$ cat src/rtl/fp_pkg.sv
// Shared definitions for the FP add/sub datapath: default single-precision widths,
// a constant-evaluable clog2 and the normalise-stage result record.
package fp_pkg;

    localparam int unsigned MW_SP = 23;
    localparam int unsigned EW_SP = 8;

    function automatic int unsigned clog2(input int unsigned n);
        int unsigned r;
        int unsigned v;
        r = 0;
        v = (n > 0) ? n - 1 : 0;
        while (v > 0) begin
            r++;
            v = v >> 1;
        end
        return r;
    endfunction

    typedef struct packed {
        logic [MW_SP-1:0] frac;
        logic [EW_SP:0]   exp;
        logic             r;
        logic             s;
        logic             zero;
        logic             neg;
        logic             subn;
    } normRes_t;

endpackage

$ cat src/rtl/fp_lzc.sv
// Combinational leading-zero counter, scanning from the MSB down, with an all-zero flag.
// The count equals W when the input is all zero.
module fp_lzc #(
    parameter int unsigned W  = 25,
    parameter int unsigned CW = 5
) (
    input  logic [W-1:0]  value,
    output logic [CW-1:0] count,
    output logic          allZero
);

    logic found;

    always_comb begin
        count = '0;
        found = 1'b0;
        for (int i = W - 1; i >= 0; i--) begin
            if (!found) begin
                if (value[i]) begin
                    found = 1'b1;
                end else begin
                    count = count + CW'(1);
                end
            end
        end
        allZero = ~found;
    end

endmodule

$ cat src/rtl/fp_norm_shift_pipe.sv
// Two-stage normalise for FP add/sub: stage 1 counts leading zeros, stage 2 shifts,
// adjusts the exponent and extracts fraction/round/sticky. Whole pipe stalls on back-pressure.
module fp_norm_shift_pipe
    import fp_pkg::*;
#(
    parameter int unsigned MW    = MW_SP,
    parameter int unsigned EW    = EW_SP,
    parameter int unsigned CLAMP = 0
) (
    input  logic          clk,
    input  logic          rst,
    input  logic          in_valid,
    output logic          in_ready,
    input  logic [MW+2:0] in_sum,
    input  logic          in_sticky,
    input  logic [EW-1:0] in_exp,
    output logic          out_valid,
    input  logic          out_ready,
    output logic [MW-1:0] out_frac,
    output logic [EW:0]   out_exp,
    output logic          out_r,
    output logic          out_s,
    output logic          out_zero,
    output logic          out_neg,
    output logic          out_subn
);

    localparam int unsigned SW = clog2(MW + 3);

    typedef struct packed {
        logic [MW-1:0] frac;
        logic [EW:0]   exp;
        logic          r;
        logic          s;
        logic          zero;
        logic          neg;
        logic          subn;
    } res_t;

    logic          v1;
    logic          v2;
    logic          adv1;
    logic          adv2;

    logic [MW+2:0] sum1;
    logic          sticky1;
    logic [EW-1:0] exp1;
    logic          zero1;
    logic [SW-1:0] lz1;

    logic [SW-1:0] lzCount;
    logic          lzcZero;
    logic          zeroIn;

    res_t          resD;
    res_t          resQ;
    logic [SW-1:0] sh;
    logic [MW+1:0] shifted;
    logic [EW:0]   lzExt;

    assign adv2     = ~v2 | out_ready;
    assign adv1     = ~v1 | adv2;
    assign in_ready = adv1;

    fp_lzc #(
        .W  (MW + 2),
        .CW (SW)
    ) u_lzc (
        .value   (in_sum[MW+1:0]),
        .count   (lzCount),
        .allZero (lzcZero)
    );

    // The carry bit is outside the counted field but still makes the sum non-zero.
    assign zeroIn = lzcZero & ~in_sum[MW+2];

    always_ff @(posedge clk or posedge rst) begin
        if (rst) begin
            v1      <= 1'b0;
            sum1    <= '0;
            sticky1 <= 1'b0;
            exp1    <= '0;
            zero1   <= 1'b0;
            lz1     <= '0;
        end else if (adv1) begin
            v1      <= in_valid;
            sum1    <= in_sum;
            sticky1 <= in_sticky;
            exp1    <= in_exp;
            zero1   <= zeroIn;
            lz1     <= lzCount;
        end
    end

    assign lzExt = (EW + 1)'(lz1);

    always_comb begin
        resD    = '0;
        sh      = '0;
        shifted = '0;
        if (zero1) begin
            resD.zero = 1'b1;
        end else if (sum1[MW+2]) begin
            resD.frac = sum1[MW+1:2];
            resD.r    = sum1[1];
            resD.s    = sum1[0] | sticky1;
            resD.exp  = {1'b0, exp1} + (EW + 1)'(1);
        end else begin
            sh       = lz1;
            resD.exp = {1'b0, exp1} - lzExt;
            resD.neg = resD.exp[EW];
            // Clamped: stop the shift where the biased exponent would reach zero.
            if (CLAMP != 0 && lzExt >= {1'b0, exp1}) begin
                sh        = (exp1 == '0) ? '0 : SW'(exp1 - EW'(1));
                resD.exp  = '0;
                resD.subn = 1'b1;
                resD.neg  = 1'b0;
            end
            shifted   = sum1[MW+1:0] << sh;
            resD.frac = shifted[MW:1];
            resD.r    = shifted[0];
            resD.s    = sticky1;
        end
    end

    always_ff @(posedge clk or posedge rst) begin
        if (rst) begin
            v2   <= 1'b0;
            resQ <= '0;
        end else if (adv2) begin
            v2 <= v1;
            if (v1) begin
                resQ <= resD;
            end
        end
    end

    assign out_valid = v2;
    assign out_frac  = resQ.frac;
    assign out_exp   = resQ.exp;
    assign out_r     = resQ.r;
    assign out_s     = resQ.s;
    assign out_zero  = resQ.zero;
    assign out_neg   = resQ.neg;
    assign out_subn  = resQ.subn;

endmodule

$ cat config.mk
export PLATFORM = sky130hd
export DESIGN_NAME = fp_norm_shift_pipe
export DESIGN_NICKNAME = d
export VERILOG_FILES = /design/src/rtl/fp_pkg.sv /design/src/rtl/fp_lzc.sv /design/src/rtl/fp_norm_shift_pipe.sv
export SDC_FILE = /design/constraint.sdc
export NUM_CORES = 1
export LEC_CHECK = 0
export ABC_AREA = 0
export CAP_MARGIN = 5
export CORE_ASPECT_RATIO = 0.5
export CORE_UTILIZATION = 53
export CTS_CLUSTER_SIZE = 28
export DETAILED_ROUTE_END_ITERATION = 7
export GPL_TIMING_DRIVEN = 0
export PLACE_DENSITY_LB_ADDON = 0.1
export SLEW_MARGIN = 20
export SYNTH_ARGS = -nofsm -noshare
export SYNTH_HDL_FRONTEND = slang
export SYNTH_HIERARCHICAL = 1
export SYNTH_SLANG_ARGS = --single-unit
$ cat constraint.sdc
create_clock -name clk -period 2.4 [get_ports clk]
set_input_delay 0.24 -clock clk [delete_from_list [all_inputs] [get_ports clk]]
set_output_delay 0.24 -clock clk [all_outputs]
set_load 0.02 [all_outputs]
Word level (Yosys, flattened, before mapping)

Cells that the tools add are included.
W data, S select, Z words.

Output and inout port bits: 39
Latch bits: 0
Register bits: 79
Logic and storage cells: 152
Memories: 0
Memory bits (read-only): 0
RAM bits: 0

Equality and inequality tests: 0
Divide/modulo/power cells: 0
Magnitude comparators: 0
Multiply operators: 0
$add $sub $neg: 26
Reductions and logical operators: 1
Muxes and demuxes: 103
Shifts and indexed selects: 1
Bitwise logic cells: 8

Operators by type and width:

| cell                  | count |
|---|---|
| $mux W5               | 48 |
| $add A5 B1 Y5 const B | 23 |
| $mux W34              | 2 |
| $mux W1               | 53 |
| $shl A25 B5 Y24       | 1 |
| $add A8 B1 Y9 const B | 1 |
| $sub A8 B5 Y9         | 1 |
| $not A1 Y1            | 4 |
| $or A1 B1 Y1          | 3 |
| $add A1 B1 Y2 const B | 1 |
| $reduce_and A2 Y1     | 1 |
| $and A1 B1 Y1         | 1 |

Longest topological paths before layout

Gate-level depths: netlist of run 1.

Depth after elaboration: 73
Gate-level depth with buffers: 63

Hierarchy

The synthesis of run 1 kept the hierarchy.

By module, submodules not included:

| module             | cells an instance | times used | area an instance (µm²) | seq. area each (µm²) |
|---|---|---|---|---|
| fp_norm_shift_pipe | 485               | 1          | 5061.1                 | 1976.9 |
| fp_lzc             | 419               | 1          | 2785.2                 | 0.0 |

Worst setup path after synthesis of run 1

Ideal clock, no wire load.

Path type: in2reg
Start point: input in_sum[22]
End point: register lz1[4]
Setup slack: -8390 ps
Data arrival time: 10649 ps
Path buffers: 1
Stages on the path: 63
Path through: buf_6 -> or4_1 -> and2_1 -> ha_1 -> o21a_1 -> o21ai_0 -> and2_1 -> ha_1 -> mux2i_1 -> a21oi_1 -> o211ai_1 -> ha_1 -> nand2b_1 -> a21oi_1 -> o211ai_1 -> a22oi_1 -> inv_1 -> ha_1 -> (+27 left out) -> a21oi_1 -> a21oi_1 -> ha_1 -> nand2_1 -> nand2_1 -> ha_1 -> nor2b_1 -> xnor2_1 -> or2_2 -> and3b_1 -> o21ai_0 -> xor2_1 -> or4_1 -> mux2i_1 -> xnor2_1 -> xnor2_1 -> nand2_1 -> o21ai_0

Longest elaborated chain between the ends: 68
Elaborated cells between the ends (all ways): 91
Classes of those cells: 22 x add/sub; 69 x mux

Ends and longest elaborated chain:

| what                   | RTL line                 | source |
|---|---|---|
| start: declaration     | fp_norm_shift_pipe.sv:14 | `input logic [MW+2:0] in_sum,` |
| $mux W5                | fp_lzc.sv:19             | `if (value[i]) begin` |
| $mux W5                | fp_lzc.sv:18             | `if (!found) begin` |
| $add A5 B1 Y5          | fp_lzc.sv:22             | `count = count + CW'(1);` |
| $mux W5                | fp_lzc.sv:19             |  |
| $mux W5                | fp_lzc.sv:18             |  |
| $add A5 B1 Y5          | fp_lzc.sv:22             |  |
| $mux W5                | fp_lzc.sv:19             |  |
| $mux W5                | fp_lzc.sv:18             |  |
| (+53 left out)         | --                       |  |
| $mux W5                | fp_lzc.sv:18             |  |
| $add A5 B1 Y5          | fp_lzc.sv:22             |  |
| $mux W5                | fp_lzc.sv:19             |  |
| $mux W5                | fp_lzc.sv:18             |  |
| $add A5 B1 Y5          | fp_lzc.sv:22             |  |
| $mux W5                | fp_lzc.sv:19             |  |
| $mux W5 (*)            | fp_lzc.sv:18             |  |
| named net lzCount[4]   | fp_norm_shift_pipe.sv:51 | `logic [SW-1:0] lzCount;` |
| end signal: assignment | fp_norm_shift_pipe.sv:91 | `lz1 <= lzCount;` |
| end: declaration       | fp_norm_shift_pipe.sv:49 | `logic [SW-1:0] lz1;` |

The timed path passes the listed nets; every way through them passes the cells marked *.
A chain may end at the register's enable or synchronous reset.

Worst setup path in the final report of run 1

Start point: input in_sum[24]
End point: register lz1[4]

Longest elaborated chain between the ends: 73
Elaborated cells between the ends (all ways): 97
Classes of those cells: 24 x add/sub; 73 x mux

Ends and longest elaborated chain:

| what                 | RTL line |
|---|---|
| $mux W1              | fp_lzc.sv:19 |
| $add A1 B1 Y2        | fp_lzc.sv:22 |
| $mux W5              | fp_lzc.sv:19 |
| $mux W5              | fp_lzc.sv:18 |
| $add A5 B1 Y5        | fp_lzc.sv:22 |
| $mux W5              | fp_lzc.sv:19 |
| $mux W5              | fp_lzc.sv:18 |
| $add A5 B1 Y5        | fp_lzc.sv:22 |
| (+58 left out)       | -- |
| $mux W5              | fp_lzc.sv:18 |
| $add A5 B1 Y5        | fp_lzc.sv:22 |
| $mux W5              | fp_lzc.sv:19 |
| $mux W5              | fp_lzc.sv:18 |
| $add A5 B1 Y5        | fp_lzc.sv:22 |
| $mux W5              | fp_lzc.sv:19 |
| $mux W5 (*)          | fp_lzc.sv:18 |
| named net lzCount[4] | fp_norm_shift_pipe.sv:51 |

Marked as above.

==> results of run 1 <==
-- timing repair --
action / CTS / global route
setup endpoints to repair: 13 / 12
buffers inserted: 62 / 12
pin swaps: 47 / 19
resized for setup: 98 / 22
endpoints found under the hold margin: 0 / 0
-- state kept, by name, summed over array words and instances (netlist names) --
signal	flops
exp1	8
lz1	5
out_r	1
out_s	1
out_exp	9
out_zero	1
sticky1	1
out_valid	1
out_neg	1
sum1	26
out_frac	23
zero1	1
v1	1
-- worst paths after layout --
path                                  from            to  slack [ns]  cells past startpoint
worst max-delay path            in_sum[24]        lz1[4]       -8.40                     63
worst min-delay path            in_sum[22]      sum1[22]        0.16                      2
worst max register to register     sum1[7]  out_frac[11]        0.03                      5
worst min register to register     out_neg       out_neg        0.47                      2
max in group asynchronous              rst       sum1[4]        1.52                      3
min in group asynchronous              rst     out_valid        0.28                      2
-- routing by layer --
layer | track usage, % | up-vias | share of wire (%)
met1 | 46.5 | 3909 | 44
met3 | 6.51 | 50 | 9.5
met4 | 10.5 | 0 | 2.1
met2 | 54.9 | 429 | 44
met5 | 0 | - | 0
li1 | - | 3684 | -
-- synthesized netlist by cell type, types with 7 or more instances --
| master | instances |
|---|---|
| xor2_1 | 12 |
| a21oi_1 | 51 |
| and2_1 | 8 |
| mux4_2 | 20 |
| nand3_1 | 30 |
| a31oi_1 | 7 |
| ha_1 | 28 |
| mux2_2 | 43 |
| buf_6 | 7 |
| nand4_1 | 16 |
| nor2b_1 | 17 |
| nand2b_1 | 21 |
| or3_1 | 12 |
| nand2_1 | 91 |
| mux2_1 | 7 |
| dfrtp_1 | 79 |
| o211ai_1 | 10 |
| inv_1 | 24 |
| nor2_1 | 77 |
| mux2i_1 | 33 |
| and3_1 | 12 |
| clkbuf_1 | 30 |
| nor3_1 | 23 |
| o21ai_0 | 47 |
| o21ai_1 | 14 |
| xnor2_1 | 25 |
| a22oi_1 | 9 |
| a21boi_0 | 7 |
-- worst reg2reg max path: stages, from the launching register on --
cell and delay, ns:
dfrtp_1 0.50, mux2_1 0.38, mux2_2 0.27, a222oi_1 0.67, mux2_2 0.32, o221ai_2 0.09
-- cell families after synthesis --
| group | Yosys count |
|---|---|
| compound gates | 219 |
| simple gates | 347 |
| xor+xnor | 42 |
| buf+inv | 78 |
| mux | 106 |
| other cells | 1 |
| fa+ha+maj | 32 |
| flops | 79 |
-- final cells by class --
type | instances | area [um2]
repair buffers | 150 | 1340
well taps | 192 | 240
fillers | 1090 | 3870
inverters | 27 | 104
clock buffers | 12 | 256
clock inverters | 4 | 30.0
multi-input cells | 747 | 5820
plain buffers | 46 | 362
flip-flops and latches | 79 | 1980
-- power by group --
part	switching (mW)	internal, mW
Sequential	0.237	1.54
Clock	0.543	0.757
Combinational	1.11	1.02
==> summary.txt, run 1 <==
Logic synthesis
  – Cell count after synthesis: 904
  – Prevailing post-synth register cell: dfrtp_1
  – Post-synthesis adder-cell area fraction: 5.10%
  – Syn Std Cell Area: 7850 um2
  – Largest family of logic cells by synthesized area: simple AND/OR/NAND/NOR gates
  – Post-synth EDFFs: 0
  – Top cell type's share of synthesized area: 25.2%
  – Top post-synthesis cells by area: dfrtp_1 25%, mux2_2 6.2%, mux4_2 5.7%, ha_1 4.5%, nand2_1 4.4%
  – Synth warn: 6
  – #FFs+latches synth: 79
  – Register area share after synthesis: 25.2%
  – Count of different cell masters after synthesis: 91
  – Post-Synth Simple-Gate Area: 22.6%
  – Post-Synth XOR/XNOR Area: 5.55%
  – Async S/R FF share, synth: 100%
  – Synth area leader: dfrtp_1
  – Mapped Nets: 972
  – Post-synthesis compound-gate area fraction: 18.4%
  – Syn Area/Cell: 8.68 um2
  – Multiplexer share of the synthesized area: 17.8%

Worst setup path
  – CP endpoint kind: register
  – Critical Path RT: 2.66 ns
  – Critical path type: input port to register
  – CP Max Fanout: 8
  – Buf/Inv on CP: 2
  – Largest stage delay on the critical path: 0.53 ns
  – Kind of cell adding the most delay to the critical path: simple AND/OR/NAND/NOR gates
  – CP startpoint kind: input port
  – Cell repeated most along the worst path: ha_1
  – Worst path arrival time: 11.06 ns
  – Slowest CP cell: or4_4

Placement
  – I/O Buffers: 76
  – Area after DPL: 9060 um2
  – DP Worst Slack: -9.87 ns
  – Final HPWL DP: 18700 um
  – Cells after DPL: 1173
  – Placer Congestion: 0.982

Global routing
  – Aggregate global-route resource usage: 33.9%
  – First-pass GRT wire length: 40200 um
  – Initial antenna violation count: 0
  – Vias in the first global route: 7492
  – Grt total ovfl: 0
  – Pin count of the biggest net entering global routing: 42

Routing
  – Detail Route Antenna Nets: 0
  – Detailed-route via count: 8072
  – Drt via density: 6.42
  – Pre-antenna DRT Iters: 5
  – Drt total wl: 26200 um
  – WL/cell: 20.9 um
  – Initial DRC Count: 643
  – DRC Markers: 0

Floorplanning
  – Die span in y: 88.0 um
  – Core Rows: 30
  – Total die area: 15300 um2
  – I/O pin cnt: 78
  – Die Wd: 174 um
  – Initial core utilization: 56.0%
  – CORE AREA: 14000 um2

STA
  – Worst hold slack: 0.156 ns
  – Setup violations, final: 7
  – Pins Over Slew Limit: 0
  – RSZ-0062 raised after global routing: true
  – Fin crit share: 450%
  – Crit path setup slack, layout: -8.40 ns
  – Worst Tran Pin Value: 0.913 ns
  – Final TNS setup: -32.86 ns
  – Final Hold Vio Count: 0
  – Slew margin rel.: 39.2%
  – Worst Skew: 0.00562 ns
  – Final worst path period need: 10.80 ns
  – Max Freq: 92.6 MHz

Min path
  – Hold crit path type: input port to register

Final layout
  – Most frequent cells in the layout: 87 x nand2_1, 79 x dfrtp_1, 71 x nor2_1
  – Post-Layout Inst Area: 10100 um2
  – # diodes: 0
  – Most common cell after layout, fill and taps aside: nand2_1
  – Area grow syn2layout: 29.1%
  – Core Util, Final: 72.3%
  – Layout cells sized above 1: 24.8%
  – Final Non-Filler Cells: 1257
  – Layout net count: 1128

Pwr
  – Maximum vdd drop: 0.314 mV
  – Leakage: 4.17 nW
  – Total power: 5.21 mW
  – Pwr per Cell Area: 514 nW/um2

Clocking
  – Reg clk slew, reported paths: 0.06 ns
  – CTS max path bufs: 2
  – TritonCTS Buffers: 9
  – Clk sinks: 79
  – Number of hold buffers added after CTS: 0
  – CTS root buf: clkbuf_16
  – Clk Latency, worst-skew pair: 0.34 ns
  – CTS HTree Levels: 3
  – TritonCTS clock tree: done

Run status
  – Status: finished, violations left
  – Failing checks: negative setup slack

Job
  – Max-cap viol count: 0
Power figures use the tool's default switching activity.
==> run 2: changes to the inputs <==
--- a/config.mk
+++ b/config.mk
@@ -9,7 +9,7 @@
 export CAP_MARGIN = 5
 export CORE_ASPECT_RATIO = 0.5
 export CORE_UTILIZATION = 53
-export CTS_CLUSTER_SIZE = 28
+export CTS_CLUSTER_SIZE = 14
 export DETAILED_ROUTE_END_ITERATION = 7
 export GPL_TIMING_DRIVEN = 0
 export PLACE_DENSITY_LB_ADDON = 0.1
==> constraint.sdc (replaced) <==
create_clock -name clk -period 9.2 [get_ports clk]
set_input_delay 0.92 -clock clk [delete_from_list [all_inputs] [get_ports clk]]
set_output_delay 0.92 -clock clk [all_outputs]
set_load 0.02 [all_outputs]
==> run 2 against run 1 <==
Cell count down 2.1%. Register-to-register slack improved by 6.5 ns. The run still ends with negative setup slack left. Worst hold slack improved by 0.31 ns. Count of clock-buffer cells in the layout decreased by 2. Power decreased by 74%. Clock skew grew 0.0013 ns. Critical path depth unchanged. Final area is 4.0% lower. Utilization fell by 2.9 points. Combinational power decreased by 74%. Flip-flop and latch count did not move.
==> summary.txt, run 2 (synthesized netlist as in run 1, its figures left out) <==
Run status
  – Status: finished, violations left
  – Failing checks: negative setup slack

Final layout
  – Register area: 1980 um2 (unchanged)
  – Biggest register: sum1
  – Number of flip-flops in the largest register: 26 (unchanged)
  – Most frequent cells in the layout: 87 x nand2_1, 79 x dfrtp_1, 73 x nor2_1
  – Layout cells sized above 1: 19.8% (-5.0 points)
  – # diodes: 0 (unchanged)
  – Final Non-Filler Cells: 1231 (-2.1%)
  – Fillers: 1126 (+3.3%)
  – Core Util, Final: 69.4% (-2.9 points)
  – Layout net count: 1104 (-2.1%)
  – Area grow syn2layout: 23.9%
  – Combined area of the multi-input logic cells: 5670 um2 (-2.6%)
  – Most common cell after layout, fill and taps aside: nand2_1

Worst setup path
  – Critical path type: input port to register
  – Slowest CP cell: or4_4
  – Worst path arrival time: 12.08 ns (+1.02 ns)
  – CP endpoint kind: register
  – Critical Path RT: 9.46 ns (+6.80 ns)
  – Cell repeated most along the worst path: ha_1
  – CP startpoint kind: input port
  – CP Max Fanout: 8 (unchanged)
  – Largest stage delay on the critical path: 0.55 ns (+0.02 ns)

Routing
  – Pre-antenna DRT Iters: 6 (+1)
  – Detailed-route via count: 7948 (-1.5%)
  – DRC Markers: 0 (unchanged)
  – Initial DRC Count: 987 (+53%)
  – Detail Route Antenna Nets: 0 (unchanged)
  – Drt via density: 6.46 (+0.54%)
  – Drt total wl: 25000 um (-4.8%)
  – WL/cell: 20.3 um (-2.8%)

Pwr
  – Reg power frac: 34.1% (about the same)
  – Sw Ratio: 35.4% (-0.90 points)
  – Psw: 0.483 mW (-74%)
  – Leakage: 3.95 nW (-5.3%)
  – Int Pwr: 0.881 mW (-73%)
  – Maximum vdd drop: 0.0816 mV (-74%)
  – Logic pwr share: 40.3% (-0.6 points)
  – Clock Power Share: 25.7% (+0.7 points)
  – Pwr per Cell Area: 140 nW/um2 (-73%)

Global routing
  – First-pass GRT wire length: 39500 um (-1.6%)
  – Pin count of the biggest net entering global routing: 44 (+4.8%)
  – Aggregate global-route resource usage: 33.4% (-0.56 points)
  – Grt total ovfl: 0 (unchanged)
  – Vias in the first global route: 7245 (-3.3%)
  – Initial antenna violation count: 0 (unchanged)

Min path
  – Hold crit path type: register to register

Job
  – Max-cap viol count: 0 (unchanged)

STA
  – Worst hold slack: 0.470 ns (+0.314 ns)
  – Worst Tran Pin Value: 0.883 ns (-0.0293 ns)
  – Pins Over Slew Limit: 0 (unchanged)
  – Slew margin rel.: 41.1% (+2.0 points)
  – Final Hold Vio Count: 0 (unchanged)
  – Final worst path period need: 11.82 ns
  – Crit path setup slack, layout: -2.62 ns (+5.78 ns)
  – Final TNS setup: -6.69 ns (+26.17 ns)
  – Setup violations, final: 4 (-3)
  – RSZ-0062 raised after global routing: true
  – Fin crit share: 128%
  – Max Freq: 84.6 MHz
  – Worst Skew: 0.00691 ns (+0.00129 ns)

Floorplanning
  – Core Rows: 30 (unchanged)
  – Die span in y: 88.0 um (unchanged)
  – CORE AREA: 14000 um2 (unchanged)
  – Initial core utilization: 56.0% (unchanged)
  – Die Wd: 174 um (unchanged)
  – Total die area: 15300 um2 (unchanged)
  – I/O pin cnt: 78 (unchanged)

Clocking
  – Reg clk slew, reported paths: 0.06 ns (about the same)
  – Number of hold buffers added after CTS: 0 (unchanged)
  – TritonCTS clock tree: done
  – CTS max path bufs: 2 (unchanged)
  – TritonCTS Buffers: 9 (unchanged)
  – CTS HTree Levels: 3 (unchanged)
  – Clk sinks: 79 (unchanged)
  – Clk Latency, worst-skew pair: 0.34 ns (about the same)
  – CTS root buf: clkbuf_16

Placement
  – Placer Congestion: 0.998 (+1.7%)
  – Cells after DPL: 1173 (unchanged)
  – Final HPWL DP: 18300 um (-2.1%)
  – DP Worst Slack: -3.71 ns (+6.16 ns)
  – I/O Buffers: 76 (unchanged)
==> run 2: path summary, 6_finish.rpt <==
kind	to	depth (start not counted)	start	slack, ns
setup / recovery	lz1[4]	63	in_sum[24]	-2.62
hold / removal	out_neg	2	out_neg	0.47
setup reg to reg	out_neg	9	lz1[2]	6.52
hold reg to reg	out_neg	2	out_neg	0.47
max in group asynchronous	sum1[3]	3	rst	7.65
min in group asynchronous	out_zero	2	rst	0.96
==> run 2: critical path: cells and delay by family <==
kind | cells | cell delay [ns]
simple gates | 22 | 3.90
fa+ha+maj | 11 | 2.66
compound gates | 18 | 2.57
xor+xnor | 5 | 0.97
mux | 5 | 0.85
buf+inv | 2 | 0.18
==> run 2: final cells by class <==
type                    instances  share of cell area, %
plain buffers                  51                   3.32
clock buffers                  10                   2.46
clock inverters                 4                  0.489
inverters                      27                   1.07
multi-input cells             747                   58.3
flip-flops and latches         79                   20.3
well taps                     192                   2.47
repair buffers                121                   11.5
==> run 2: what timing repair did <==
item,CTS,global route
pin swaps,37,34
setup buffers,35,9
setup endpoints to repair,4,4
resized for setup,42,24
==> run 2: per-layer routing <==
layer	wire, um	vias up	track usage (%)
li1	-	3638	-
met2	11100	448	53.4
met5	0	-	0
met3	2450	46	5.95
met1	11000	3816	47.0
met4	465	0	8.69
==> run 2: power groups by stage <==
stage / sequential (mW) / combinational [mW] / clock, mW
after CTS: 0.461 / 0.531 / 0.354
after global placement: 0.466 / 0.495 / 0
final: 0.464 / 0.549 / 0.350
after detailed placement: 0.467 / 0.504 / 0
after floorplan: 0.494 / 0.277 / 0
after global routing: 0.471 / 0.588 / 0.370
==> run 2: stage by stage <==
stage | instance area (um2) | total power [mW]
after floorplan | 7940 | 0.771
after global placement | 8940 | 0.960
after detailed placement | 8960 | 0.971
after CTS | 9590 | 1.35
after global routing | 9720 | 1.43
final | 9720 | 1.36
